`src/rtl/ra_pq_param_pkg.sv`:
```
// Shared types and width helpers for the parametrised register-array priority queue.
// The fixed-size kv_t is kept for the legacy wrappers that still use it.
package ra_pq_param_pkg;

    typedef struct packed {
        logic [7:0] key;
        logic [7:0] val;
    } kv_t;

    typedef enum logic [1:0] {
        PQ_IDLE,
        PQ_ENQ,
        PQ_DEQ,
        PQ_REPL
    } pq_op_t;

    function automatic int pq_kw(input int key_w, input int val_w);
        return key_w + val_w;
    endfunction

    // Width able to hold 0..depth inclusive.
    function automatic int pq_cw(input int depth);
        return $clog2(depth + 1);
    endfunction

endpackage

```
`src/rtl/ra_pq_param_ins_pos.sv`:
```
// Insert-position encoder: first valid slot whose key the new key strictly beats,
// else the count. Strictness makes equal keys queue behind existing equals.
module ra_pq_param_ins_pos #(
    parameter int KEY_W     = 8,
    parameter int DEPTH     = 8,
    parameter int MIN_FIRST = 1,
    parameter int CW        = 4
) (
    input  logic [DEPTH-1:0][KEY_W-1:0] keys,
    input  logic [CW-1:0]               cnt,
    input  logic [KEY_W-1:0]            new_key,
    output logic [CW-1:0]               pos
);

    always_comb begin
        pos = cnt;
        for (int i = DEPTH - 1; i >= 0; i--) begin
            if (CW'(i) < cnt) begin
                if ((MIN_FIRST != 0) ? (new_key < keys[i]) : (new_key > keys[i]))
                    pos = CW'(i);
            end
        end
    end

endmodule

```
`src/rtl/ra_pq_param.sv`:
```
// Sorted register-array priority queue with stable ties, single-cycle replace,
// occupancy count and registered overflow/underflow pulses.
module ra_pq_param
    import ra_pq_param_pkg::*;
#(
    parameter int KEY_W     = 8,
    parameter int VAL_W     = 8,
    parameter int DEPTH     = 8,
    parameter int MIN_FIRST = 1,
    localparam int KVW      = pq_kw(KEY_W, VAL_W),
    localparam int CW       = pq_cw(DEPTH)
) (
    input  logic           clk,
    input  logic           rst,
    input  logic [KVW-1:0] kvi,
    input  logic           enq,
    input  logic           deq,
    output logic [KVW-1:0] kvo,
    output logic           full,
    output logic           empty,
    output logic           busy,
    output logic [CW-1:0]  count,
    output logic           ovf,
    output logic           unf
);

    logic [DEPTH-1:0][KVW-1:0]   ent_q, ent_d;
    logic [CW-1:0]               count_q, count_d;
    logic                        ovf_q, ovf_d;
    logic                        unf_q, unf_d;

    pq_op_t                      op;
    logic [DEPTH-1:0][KVW-1:0]   base;
    logic [DEPTH-1:0][KVW-1:0]   base_sh;
    logic [DEPTH-1:0][KEY_W-1:0] base_keys;
    logic [CW-1:0]               base_cnt;
    logic [CW-1:0]               ins_pos;

    assign full  = (count_q == CW'(DEPTH));
    assign empty = (count_q == '0);

    // Base view: the array as it stands, or with the head already popped for deq/replace.
    always_comb begin
        op = PQ_IDLE;
        if (enq && deq && !empty)
            op = PQ_REPL;
        else if (enq && !full)
            op = PQ_ENQ;
        else if (deq && !enq && !empty)
            op = PQ_DEQ;

        base     = ent_q;
        base_cnt = count_q;
        if (op == PQ_DEQ || op == PQ_REPL) begin
            for (int i = 0; i < DEPTH - 1; i++)
                base[i] = ent_q[i+1];
            base[DEPTH-1] = '0;
            base_cnt      = count_q - CW'(1);
        end

        base_sh[0] = '0;
        for (int i = 1; i < DEPTH; i++)
            base_sh[i] = base[i-1];

        for (int i = 0; i < DEPTH; i++)
            base_keys[i] = base[i][KVW-1 -: KEY_W];
    end

    ra_pq_param_ins_pos #(
        .KEY_W     (KEY_W),
        .DEPTH     (DEPTH),
        .MIN_FIRST (MIN_FIRST),
        .CW        (CW)
    ) u_ins_pos (
        .keys    (base_keys),
        .cnt     (base_cnt),
        .new_key (kvi[KVW-1 -: KEY_W]),
        .pos     (ins_pos)
    );

    always_comb begin
        ent_d   = base;
        count_d = count_q;
        ovf_d   = enq && !deq && full;
        unf_d   = deq && empty;

        if (op == PQ_ENQ || op == PQ_REPL) begin
            for (int i = 0; i < DEPTH; i++) begin
                if (CW'(i) < ins_pos)
                    ent_d[i] = base[i];
                else if (CW'(i) == ins_pos)
                    ent_d[i] = kvi;
                else
                    ent_d[i] = base_sh[i];
            end
        end

        case (op)
            PQ_ENQ:  count_d = count_q + CW'(1);
            PQ_DEQ:  count_d = count_q - CW'(1);
            default: count_d = count_q;
        endcase
    end

    always_ff @(posedge clk) begin
        if (rst) begin
            ent_q   <= '0;
            count_q <= '0;
            ovf_q   <= 1'b0;
            unf_q   <= 1'b0;
        end else begin
            ent_q   <= ent_d;
            count_q <= count_d;
            ovf_q   <= ovf_d;
            unf_q   <= unf_d;
        end
    end

    assign kvo   = ent_q[0];
    assign count = count_q;
    assign ovf   = ovf_q;
    assign unf   = unf_q;
    assign busy  = 1'b0;

endmodule

```
`config.mk`:
```
export PLATFORM = sky130hd
export DESIGN_NAME = ra_pq_param
export DESIGN_NICKNAME = d
export VERILOG_FILES = /design/src/rtl/ra_pq_param_pkg.sv /design/src/rtl/ra_pq_param_ins_pos.sv /design/src/rtl/ra_pq_param.sv
export SDC_FILE = /design/constraint.sdc
export NUM_CORES = 1
export LEC_CHECK = 0
export BUFFER_PORTS_ARGS = -buffer_cell sky130_fd_sc_hd__buf_2
export CORE_UTILIZATION = 56
export DETAILED_ROUTE_END_ITERATION = 8
export PLACE_DENSITY = 0.84
export SETUP_SLACK_MARGIN = 0.5
export SLEW_MARGIN = 5
export SYNTH_ARGS = -nofsm -noshare
export SYNTH_HDL_FRONTEND = slang
export SYNTH_HIERARCHICAL = 1
export SYNTH_SLANG_ARGS = --single-unit
export TNS_END_PERCENT = 5
```
`constraint.sdc`:
```
create_clock -name clk -period 5.55 [get_ports clk]
set_clock_uncertainty 0.2 [all_clocks]
set_input_delay 0.2775 -clock clk [delete_from_list [all_inputs] [get_ports clk]]
set_output_delay 0.2775 -clock clk [all_outputs]
set_load 0.03 [all_outputs]
```
### After elaboration in Yosys (flattened, before gate mapping)

Index checks and enable logic that the tools add are counted.

* input bits: 20
* bits in latches: 0
* output and inout port bits: 25
* bits in writable memories: 0
* flip-flop bits (word level): 134
* logic and storage cells: 104
* ROM bits: 0
* memories: 0

* order comparisons: 24
* multiplexer cells: 39
* multiply operators: 0
* bitwise logic cells: 0
* add/subtract/negate cells: 2
* div/mod/pow operators: 0
* reductions and logical operators: 17
* shift operators: 0
* equal/unequal tests: 11

Operator list (number)
* $mux W128: 2
* $mux W16: 16
* $mux W4: 17
* $lt A8 B8 Y1: 8
* $lt A3 B4 Y1 const A: 8
* $eq A3 B4 Y1 const A: 4
* $lt A1 B4 Y1 const A: 4
* $lt A2 B4 Y1 const A: 4
* $eq A2 B4 Y1 const A: 2
* $logic_and A1 B1 Y1: 8
* $logic_not A4 Y1: 2
* $pmux W4 S2: 1
* $mux W2: 3
* $add A4 B1 Y4 const B: 1
* $eq A1 B4 Y1 const A: 1
* $eq A2 B2 Y1 const B: 2
* $eq A4 B4 Y1 const B: 1
* $logic_not A1 Y1: 4
* $sub A4 B1 Y4 const B: 1
* $eq A2 B1 Y1 const B: 1
* $logic_or A1 B1 Y1: 2
* $reduce_bool A2 Y1: 1

### Depth between registers and ports, before layout

Gate-level depths: netlist of the first run.

* depth in word-level cells: 30
* depth in mapped cells: 27
* mapped depth without buffers: 21

### Modules after synthesis

Netlist of the first run, hierarchy kept.

Modules (own cells, without submodules)
* ra_pq_param: instances 1, area an instance 7364.6 µm², cells an instance 826, sequential area each 2682.6 µm²
* ra_pq_param_ins_pos: instances 1, area an instance 1592.8 µm², cells an instance 219, sequential area each 0.0 µm²

### Worst setup path after synthesis of the first run

OpenSTA, ideal clock, no wires.

* path type: flip-flop to flip-flop
* start point: register count_q[0], in the netlist count[0]
* end point: register ent_q[25] (netlist bit)
* setup time: 69 ps
* path slack: -579 ps
* clock period less this slack: 6129 ps
* arrival time: 5860 ps
* buffers on the path: 5
* data required time: 5281 ps
* stages on the path, launching flop included: 24
* path through: dfxtp_1 inv_1 ha_1 nor3b_1 nor2b_1 ha_1 nor2_1 buf_2 buf_2 mux2_2 inv_1 ha_1 o21ai_0 a21oi_1 a2111oi_0 a31oi_1 and4bb_1 a211oi_2 buf_2 or4b_1 clkbuf_1 buf_2 a211o_1 a21oi_2

RTL lines
* from (decl): line ra_pq_param.sv:28 `logic [CW-1:0] count_q, count_d;`
* from (signal assigned): line ra_pq_param.sv:113 `count_q <= count_d;`
* to (signal assigned): line ra_pq_param.sv:112 `ent_q <= ent_d;`
* to (decl): line ra_pq_param.sv:27 `logic [DEPTH-1:0][KVW-1:0] ent_q, ent_d;`

==> results.sh, run 1 <==
export IMPL_critPathKind="register to register"
export IMPL_synth_area_leaders="dfxtp_1, mux2i_1, ha_1, mux2_2, a211o_1"
export IMPL_antenna_found_initial=0
export IMPL_remaining_drc_errors=0
export IMPL_syn_nets=1125
export IMPL_dp_hpwl_um=15900
export IMPL_drv_cap=0
export IMPL_grt_pass1_vias=7825
export IMPL_grt_overflow_total=0
export IMPL_post_route_util_pct=69.2
export IMPL_yosysTopAreaCell="dfxtp_1"
export IMPL_power_density_nw_per_um2=710
export IMPL_min_period_ns=5.21
export IMPL_grt_pass1_wl_um=38500
export IMPL_leakage_nw=4.51
export IMPL_finalWirelength_um=26800
export IMPL_async_flop_share_pct=0
export IMPL_row_count=45
export IMPL_arrival_ns=5.36
export IMPL_mostFrequentLayoutCells="dfxtp_1, mux2i_1, nor2_1"
export IMPL_cts_buffers=17
export IMPL_wire_per_inst_um=20.6
export IMPL_setup_violations_final=0
export IMPL_synthFlopType="dfxtp_1"
export IMPL_io_buffer_count=43
export IMPL_layout_nets=1160
export IMPL_syn_inst=1045
export IMPL_comb_power_share_pct=65.1
export IMPL_synth_seq_cells=134
export IMPL_p_int_w=0.00416
export IMPL_worstMarginPinSlew_ns=0.728
export IMPL_drtAntennaViolNets=0
export IMPL_synth_edff_count=0
export IMPL_final_common_cell="dfxtp_1"
export IMPL_dieArea_um2=16500
export IMPL_vias=8315
export IMPL_status="finished, final reports clean"
export IMPL_tritoncts="built"
export IMPL_fp_coreArea_um2=15400
export IMPL_initial_utilization_pct=58.1
export IMPL_clk_pin_slew_ns=0.07
export IMPL_die_w_um=128
export IMPL_yosysUniqueCellTypes=61
export IMPL_dr_pass1_iters=7
export IMPL_p_seq_share_pct=19.2
export IMPL_synth_top_area_share_pct=29.9
export IMPL_worstPathMaxFanout=13
export IMPL_fillers=1046
export IMPL_critPathCaptureType="register"
export IMPL_cts_buffer_depth=2
export IMPL_synth_warning_count=6
export IMPL_htreeDepth=4
export IMPL_slowest_stage="or4b_4"
export IMPL_synth_seq_area_share_pct=29.9
export IMPL_num_antenna_cells=0
export IMPL_synth_area_um2=8960
export IMPL_syn_to_final_growth_pct=19.2
export IMPL_cp_start_kind="register"
export IMPL_hold_class="input port to register"
export IMPL_drive_above_1_share_pct=25.6
export IMPL_slew_headroom_pct=51.5
export IMPL_slowest_delay_ns=0.58
export IMPL_clkPwrFrac_pct=15.8
export IMPL_p_sw_w=0.00343
export IMPL_power_total_w=0.00758
export IMPL_cts_root_buffer="clkbuf_16"
export IMPL_fmax_mhz=192
export IMPL_clock_latency_ns=0.43
export IMPL_ios=45
export IMPL_viasPerCell=6.39
export IMPL_worst_ir_drop_vdd_uv=483
export IMPL_grt_total_usage_pct=29.9
export IMPL_crit_buf_inv=5
export IMPL_grt_max_degree=52
export IMPL_die_h_um=128
export IMPL_cp_top_family="compound AO/OA/AOI/OAI gates"
export IMPL_crit_chain="inv_2 > ha_4 > nand4bb_1 > and2_4 > inv_1 > ha_4 > nor2_4 > buf_6 > mux2_2 > inv_1 > ha_1 > a21oi_1 > nor2b_1 > a2111oi_4 > a31oi_1 > and4bb_1 > a211oi_4 > or4b_4 > clkbuf_16 > a211o_1 > a21oi_1"
export IMPL_finalHoldViolations=0
export IMPL_swShare_pct=45.2
export IMPL_finalMaxSlewViolations=0
export IMPL_synth_area_per_cell_um2=8.57
export IMPL_drtIter0Drc=735
export IMPL_crit_required_ns=5.70
export IMPL_period_share_pct=93.9
export IMPL_seq_area_um2=2690
export IMPL_rsz0062_at_grt="true"
export IMPL_cts_sinks=134
export IMPL_place_gp_congestion=0.895
export IMPL_multi_input_area_um2=5770
==> layout make-up <==
| type | count | share of cell area, % |
|---|---|---|
| clock buffers | 18 | 4.22 |
| clock inverters | 12 | 1.57 |
| inverters | 93 | 3.27 |
| multi-input cells | 716 | 54.1 |
| flip-flops and latches | 134 | 25.2 |
| well taps | 211 | 2.47 |
| repair buffers | 118 | 9.17 |
==> synth_stat cells (all sizes together) (3+ instances only) <==
cell / n
buf: 58
a21o: 6
nand4bb: 3
ha: 60
a211oi: 24
nand3: 13
o21a: 3
nand2b: 11
nor3b: 3
a2111oi: 3
xor2: 3
a21oi: 84
a32oi: 3
o31ai: 3
inv: 93
o21ai: 9
nor3: 5
clkbuf: 46
dfxtp: 134
nor2b: 4
mux2: 49
or4: 4
nand2: 55
and2: 9
nand4: 3
nor4b: 3
o211ai: 4
a22o: 16
a211o: 46
xnor2: 4
nor4: 3
nor2: 94
or2: 7
o22ai: 48
mux2i: 112
==> per-layer routing <==
metal / vias to the layer above / wire (µm) / GRT usage, %
li1: 3762 / - / -
met1: 3978 / 10600 / 35.5
met2: 454 / 12900 / 50.8
met3: 121 / 2150 / 6.69
met4: 0 / 1190 / 14.7
met5: - / 0 / 0
==> stage by stage <==
stage | TNS [ns] | instances | setup slack (ns) | hold WS [ns] | area (µm²)
detailed placement | -2.53 | 1233 | -0.132 | 0.270 | 9320
global placement | 0 | 1233 | 0.0215 | 0.266 | 9320
finish | 0 | 1302 | 0.341 | 0.00655 | 10700
CTS | 0 | 1273 | 0.386 | 0.00145 | 10200
global route | 0 | 1302 | 0.255 | 0.00783 | 10700
floorplan | 0 | 1045 | 0.516 | 0.223 | 9050
==> cells by family (layout without fill, tap and decap cells) <==
logic type,after synthesis,count (layout),share of synthesized area [%]
flops,134,134,29.9
compound gates,254,254,19.7
xor+xnor,7,7,0.684
mux,161,161,18.7
buf+inv,197,241,9.93
other cells,1,1,0.0419
fa+ha+maj,60,60,8.38
simple gates,231,233,12.6
==> worst register-to-register path: cells and delay by family (launching register included) <==
kind,cells,cell delay (ns)
buffers and inverters,5,0.59
flip-flops,1,0.38
multiplexers,1,0.39
AND/OR/NAND/NOR,6,1.46
adder cells (fa/ha/maj),3,0.60
AO/OA/AOI/OAI,6,1.51
==> sequential cells by signal (all words and copies together) (netlist names) <==
register / cells
kvo: 16
ovf: 1
ent_q: 112
unf: 1
count: 4
==> worst paths after layout <==
kind                                             from                    end  slack, ns  cells after the start
worst max register to register  count[1]$_SDFFE_PP0P_   ent_q[29]$_SDFF_PP0_       0.34                     21
worst max-delay path            count[1]$_SDFFE_PP0P_   ent_q[29]$_SDFF_PP0_       0.34                     21
worst min register to register  ent_q[116]$_SDFF_PP0_  ent_q[116]$_SDFF_PP0_       0.28                      1
worst min-delay path                           kvi[2]      kvo[2]$_SDFF_PP0_      0.007                      3
==> power groups by stage <==
stage / Sequential (W) / Combinational [W] / Clock (W)
after floorplan: 0.00141 / 0.00305 / 0
after global placement: 0.00145 / 0.00370 / 0
after detailed placement: 0.00146 / 0.00381 / 0
after CTS: 0.00144 / 0.00415 / 0.00120
after global routing: 0.00148 / 0.00520 / 0.00125
final: 0.00145 / 0.00493 / 0.00120
==> timing repair <==
| item | in CTS | in global routing |
|---|---|---|
| hold buffers | 1 | 0 |
| cloned | 2 | 5 |
| setup endpoints to repair | 128 | 128 |
| resized for setup | 24 | 62 |
| hold endpoints to repair | 1 | 0 |
| buffers inserted | 7 | 24 |
| pin swaps | 5 | 20 |
(Power assumes the default switching activity.)
==> run 2: changes to the inputs <==
--- a/config.mk
+++ b/config.mk
@@ -6,6 +6,7 @@
 export NUM_CORES = 1
 export LEC_CHECK = 0
 export BUFFER_PORTS_ARGS = -buffer_cell sky130_fd_sc_hd__buf_2
+export CORE_MARGIN = 8
 export CORE_UTILIZATION = 56
 export DETAILED_ROUTE_END_ITERATION = 8
 export PLACE_DENSITY = 0.84
==> run 2 against run 1 <==
  * Sequential share of layout area decreased by 0.44 points
  * Worst hold slack about the same
  * Routed wire length increased by 14%
  * Flip-flop and latch count unchanged
  * Critical path depth increased by 5
  * Sequential power about the same
==> results.sh, run 2 (synthesis results as in run 1) <==
export IMPL_place_gp_congestion=0.970
export IMPL_tritoncts="built"
export IMPL_syn_to_final_growth_pct=21.3
export IMPL_vias=8865
export IMPL_status="finished, final reports clean"
export IMPL_die_w_um=142
export IMPL_dr_pass1_iters=9
export IMPL_period_share_pct=97.5
export IMPL_top_register="ent_q"
export IMPL_finalHoldViolations=0
export IMPL_cts_sinks=134
export IMPL_seq_area_um2=2690
export IMPL_io_buffer_count=43
export IMPL_cts_root_buffer="clkbuf_16"
export IMPL_min_period_ns=5.41
export IMPL_clock_latency_ns=0.44
export IMPL_grt_pass1_wl_um=38800
export IMPL_row_count=46
export IMPL_post_route_util_pct=68.9
export IMPL_clk_pin_slew_ns=0.06
export IMPL_grt_pass1_vias=7845
export IMPL_rsz0062_at_grt="true"
export IMPL_grt_overflow_total=0
export IMPL_arrival_ns=5.53
export IMPL_drive_above_1_share_pct=27.3
export IMPL_slowest_stage="mux2i_1"
export IMPL_cp_top_family="simple AND/OR/NAND/NOR gates"
export IMPL_initial_utilization_pct=56.8
export IMPL_slew_headroom_pct=49.3
export IMPL_grt_max_degree=48
export IMPL_drv_cap=0
export IMPL_fin_area_um2=10900
export IMPL_finalMaxSlewViolations=0
export IMPL_antenna_found_initial=0
export IMPL_wire_per_inst_um=23.5
export IMPL_htreeDepth=4
export IMPL_largest_reg_flops=112
export IMPL_power_density_nw_per_um2=711
export IMPL_layout_nets=1156
export IMPL_finalWirelength_um=30700
export IMPL_dieArea_um2=20300
export IMPL_cts_buffers=17
export IMPL_fp_coreArea_um2=15800
export IMPL_worstMarginPinSlew_ns=0.760
export IMPL_final_common_cell="dfxtp_1"
export IMPL_critPathKind="register to register"
export IMPL_placed_area_um2=9180
export IMPL_mostFrequentLayoutCells="dfxtp_1, mux2i_1, nor2_1"
export IMPL_remaining_drc_errors=0
export IMPL_dp_hpwl_um=15500
export IMPL_ios=45
export IMPL_setup_violations_final=0
export IMPL_fmax_mhz=185
export IMPL_cp_start_kind="register"
export IMPL_slowest_delay_ns=0.41
export IMPL_fillers=1079
export IMPL_grt_total_usage_pct=23.7
export IMPL_worstPathMaxFanout=12
export IMPL_multi_input_area_um2=5950
export IMPL_worst_ir_drop_vdd_uv=526
export IMPL_critPathCaptureType="register"
export IMPL_drtIter0Drc=1404
export IMPL_viasPerCell=6.79
export IMPL_drtAntennaViolNets=0
export IMPL_crit_required_ns=5.67
export IMPL_leakage_nw=4.51
export IMPL_crit_buf_inv=9
export IMPL_hold_class="input port to register"
export IMPL_die_h_um=142
export IMPL_cts_buffer_depth=2
export IMPL_num_antenna_cells=0
export IMPL_r2r_slack_ns=0.14
export IMPL_path_common_cell="buf_4"
## run 2: changes by cell type in the layout (fill, tap and decap cells not counted), sizes merged, moves of 2 or more
cell / previous run / this run
bufinv: 3 / 1
clkinvlp: 1 / 5
clkbuf: 20 / 27
buf: 114 / 106
## run 2: power breakdown
part	internal, W	switching [W]
clock	0.000645	0.000475
sequential	0.00126	0.000208
combinational	0.00219	0.00294
total	0.00410	0.00362
## run 2: repair_timing
item / 4_1_cts / 5_1_grt
cloned: 1 / 8
pin swaps: 4 / 36
buffers inserted: 5 / 35
setup endpoints to repair: 128 / 128
endpoints found under the hold margin: 2 / 0
hold buffers: 2 / 0
resized for setup: 24 / 90
## run 2: stage by stage
| step | std cells | total power [W] | setup WS, ns | setup TNS (ns) | hold WS [ns] |
|---|---|---|---|---|---|
| floorplan | 1045 | 0.00447 | 0.516 | 0 | 0.223 |
| global placement | 1222 | 0.00498 | 0.188 | 0 | 0.266 |
| detailed placement | 1222 | 0.00509 | 0.0293 | 0 | 0.263 |
| CTS | 1262 | 0.00642 | 0.451 | 0 | 0.00388 |
| global route | 1305 | 0.00800 | -0.190 | -0.211 | 0.0271 |
| finish | 1305 | 0.00772 | 0.140 | 0 | 0.00669 |
## run 2: final cells by class
type,instances,area share (%)
tap,216,2.49
clock inverter,12,1.11
sequential,134,24.8
multi-input combinational,715,54.8
clock buffer,20,4.20
inverter,93,3.21
timing repair buffer,115,9.40
## run 2: path summary, 6_finish.rpt
check | cells after the start | endpoint | start
hold reg to reg | 1 | ent_q[118]$_SDFF_PP0_ | ent_q[118]$_SDFF_PP0_
setup reg to reg | 26 | ent_q[74]$_SDFF_PP0_ | count[1]$_SDFFE_PP0P_
hold / removal | 3 | kvo[2]$_SDFF_PP0_ | kvi[2]
setup / recovery | 26 | ent_q[74]$_SDFF_PP0_ | count[1]$_SDFFE_PP0P_
## run 2: metal layers
metal / vias up / share of wire (%) / track usage, %
li1: 3755 / - / -
met1: 4241 / 37 / 28.0
met2: 673 / 47 / 40.3
met3: 196 / 10 / 4.86
met4: 0 / 6.1 / 11.5
met5: - / 0 / 0
## run 2: worst reg2reg max path, stage by stage (launching register included)
cell       delay, ns
dfxtp_4         0.38
inv_2           0.05
ha_4            0.17
nand4bb_1       0.14
and2_4          0.20
inv_2           0.06
ha_4            0.18
nor2_4          0.23
buf_12          0.15
buf_16          0.17
mux2i_1         0.41
inv_1           0.08
inv_1           0.07
ha_1            0.26
nand3_1         0.12
nand2_1         0.06
a21oi_1         0.22
o21ai_2         0.19
a21oi_4         0.26
buf_4           0.16
a21oi_4         0.06
buf_4           0.18
nor4b_4         0.32
o211ai_1        0.21
buf_4           0.20
or2_4           0.30
o22ai_1         0.28
==> run 3: changes to the inputs <==
--- a/config.mk
+++ b/config.mk
@@ -10,7 +10,7 @@
 export CORE_UTILIZATION = 56
 export DETAILED_ROUTE_END_ITERATION = 8
 export PLACE_DENSITY = 0.84
-export SETUP_SLACK_MARGIN = 0.5
+export SETUP_SLACK_MARGIN = 0.05
 export SLEW_MARGIN = 5
 export SYNTH_ARGS = -nofsm -noshare
 export SYNTH_HDL_FRONTEND = slang
==> run 3 against run 2 <==
  * First-iteration DRC count decreased by 52%
  * Clock power increased by 7%
  * Via count is 14% lower
  * Count of clock-buffer cells in the layout fell by 3
  * Routed wire length down 26%
  * Die area stayed put
  * Sequential share of layout area is 2.1 points higher
  * Worst setup slack better by 0.16 ns
  * Critical endpoint is now ent_q[67]$_SDFF_PP0_
  * Largest power group unchanged
==> results.sh, run 3 (synthesis results as in run 1) <==
export IMPL_cts_buffers=17
export IMPL_rr_startpoint="count[0]$_SDFFE_PP0P_"
export IMPL_fp_coreArea_um2=15800
export IMPL_startpoint="count[0]$_SDFFE_PP0P_"
export IMPL_swShare_pct=44.8
export IMPL_arrival_ns=5.36
export IMPL_comb_power_share_pct=59.7
export IMPL_period_share_pct=94.6
export IMPL_die_h_um=142
export IMPL_use_met1_pct=26.4
export IMPL_syn_to_final_growth_pct=11.5
export IMPL_slew_headroom_pct=43.8
export IMPL_met3_usage_pct=5.23
export IMPL_tritoncts="built"
export IMPL_timing_setup_tns_ns=0
export IMPL_crit_required_ns=5.66
export IMPL_ios=45
export IMPL_reg2reg_depth=20
export IMPL_row_count=46
export IMPL_critPathCaptureType="register"
export IMPL_dp_hpwl_um=15400
export IMPL_die_w_um=142
export IMPL_dp_cells=1230
export IMPL_drtAntennaViolNets=0
export IMPL_fillers=1281
export IMPL_finalMaxSlewViolations=0
export IMPL_mostFrequentLayoutCells="dfxtp_1, mux2i_1, inv_1, nor2_1, a21oi_1"
export IMPL_cts_buffer_depth=2
export IMPL_grt_total_usage_pct=22.5
export IMPL_grt_pass1_vias=7517
export IMPL_worstMarginPinSlew_ns=0.840
export IMPL_grt_use_met2_pct=38.6
export IMPL_rsz0062_at_grt="false"
export IMPL_stdcell_count=1266
export IMPL_hold_class="input port to register"
export IMPL_htreeDepth=4
export IMPL_cts_root_buffer="clkbuf_16"
export IMPL_viasPerCell=6.04
export IMPL_top_register="ent_q"
export IMPL_fmax_mhz=190
export IMPL_layout_nets=1117
export IMPL_drive_above_1_share_pct=18.7
export IMPL_grt_busiest_layer="met2"
export IMPL_wire_per_inst_um=18.0
export IMPL_hold_start="kvi[0]"
export IMPL_io_buffer_count=43
export IMPL_place_gp_congestion=0.970
export IMPL_grt_pass1_wl_um=36800
export IMPL_min_period_ns=5.25
export IMPL_drv_cap=0
export IMPL_remaining_drc_errors=0
export IMPL_finalWirelength_um=22800
export IMPL_grt_overflow_total=0
export IMPL_clk_pin_slew_ns=0.06
export IMPL_clock_latency_ns=0.43
export IMPL_p_int_w=0.00361
export IMPL_cp_start_kind="register"
export IMPL_hold_end="kvo[0]$_SDFF_PP0_"
export IMPL_vias=7645
export IMPL_cts_sinks=134
export IMPL_p_sw_w=0.00293
export IMPL_power_density_nw_per_um2=655
export IMPL_grt_max_degree=46
export IMPL_largest_reg_flops=112
export IMPL_p_seq_share_pct=22.0
export IMPL_status="finished, final reports clean"
export IMPL_dr_pass1_iters=6
export IMPL_clkPwrFrac_pct=18.3
export IMPL_drtIter0Drc=671
export IMPL_min_path_cells=3
export IMPL_worstPathMaxFanout=31
export IMPL_critPathKind="register to register"
export IMPL_r2r_slack_ns=0.30
export IMPL_timing_rr_end="ent_q[67]$_SDFF_PP0_"
export IMPL_num_antenna_cells=0
export IMPL_setup_violations_final=0
export IMPL_finalHoldViolations=0
export IMPL_initial_utilization_pct=56.8
export IMPL_antenna_found_initial=0
export IMPL_worst_ir_drop_vdd_uv=419
export IMPL_dieArea_um2=20300
export IMPL_leakage_nw=4.21
export IMPL_final_common_cell="dfxtp_1"
==> run 3: repair_timing <==
item | in CTS | in global routing
setup endpoints to repair | 41 | 111
pin swaps | 0 | 2
hold buffers | 3 | 0
endpoints found under the hold margin | 3 | 0
buffers inserted | 0 | 1
resized for setup | 2 | 17
==> run 3: worst max-delay path, stage by stage, from the launching register on <==
cell	delay (ns)
dfxtp_4	0.37
inv_1	0.07
ha_1	0.24
nand4bb_1	0.16
and2_2	0.27
ha_1	0.25
nor2_4	0.18
buf_12	0.24
mux2_2	0.40
inv_1	0.07
ha_1	0.17
nand3_1	0.12
or4_1	0.60
nand3_1	0.17
a21oi_2	0.11
a211oi_1	0.25
buf_4	0.24
nor4b_2	0.30
clkbuf_8	0.32
mux2i_1	0.25
o22ai_1	0.12
==> run 3: worst max path at each step <==
stage,endpoint,slack [ns],cells after the start
after global placement,ent_q[105]$_SDFF_PP0_,0.18,20
final,ent_q[67]$_SDFF_PP0_,0.30,20
after detailed placement,ent_q[47]$_SDFF_PP0_,0.008,20
after floorplan,ent_q[25]$_SDFF_PP0_,0.06,25
after CTS,ent_q[18]$_SDFF_PP0_,0.13,21
after global routing,ent_q[29]$_SDFF_PP0_,0.11,21
==> run 3: power groups by stage <==
stage / Sequential [W] / Combinational (W) / Clock, W
2_1_floorplan: 0.00141 / 0.00298 / 0
3_3_place_gp: 0.00144 / 0.00365 / 0
3_5_place_dp: 0.00145 / 0.00375 / 0
4_1_cts: 0.00144 / 0.00380 / 0.00120
5_1_grt: 0.00147 / 0.00421 / 0.00125
6_report: 0.00144 / 0.00391 / 0.00120
==> run 3: layer usage <==
metal,wire [µm],vias to the layer above,part of all wire (%)
met4,537,0,2.4
met3,1290,47,5.7
met1,9640,3651,42
met2,11300,264,50
li1,-,3683,-
met5,0,-,0
==> run 3: area by class of cell <==
cell class | count | area (µm²) | area share [%]
Inverter | 93 | 349 | 3.50
Sequential cell | 134 | 2690 | 26.9
Multi-Input combinational cell | 714 | 5510 | 55.2
Clock inverter | 15 | 191 | 1.92
Clock buffer | 17 | 425 | 4.26
Timing Repair Buffer | 77 | 547 | 5.48
Tap cell | 216 | 270 | 2.71
==> run 3: metrics by stage <==
step           util (%)  total power, W  instance area [µm²]  setup slack (ns)  hold WS [ns]
4_1_cts            62.8         0.00644                 9900             0.133       0.00396
3_3_place_gp       58.6         0.00509                 9250             0.184         0.264
5_1_grt            63.3         0.00694                 9980             0.110       0.00925
2_1_floorplan         -         0.00439                 8980            0.0556         0.223
6_report           63.3         0.00654                 9980             0.297       0.00888
3_5_place_dp       58.6         0.00520                 9250           0.00772         0.268
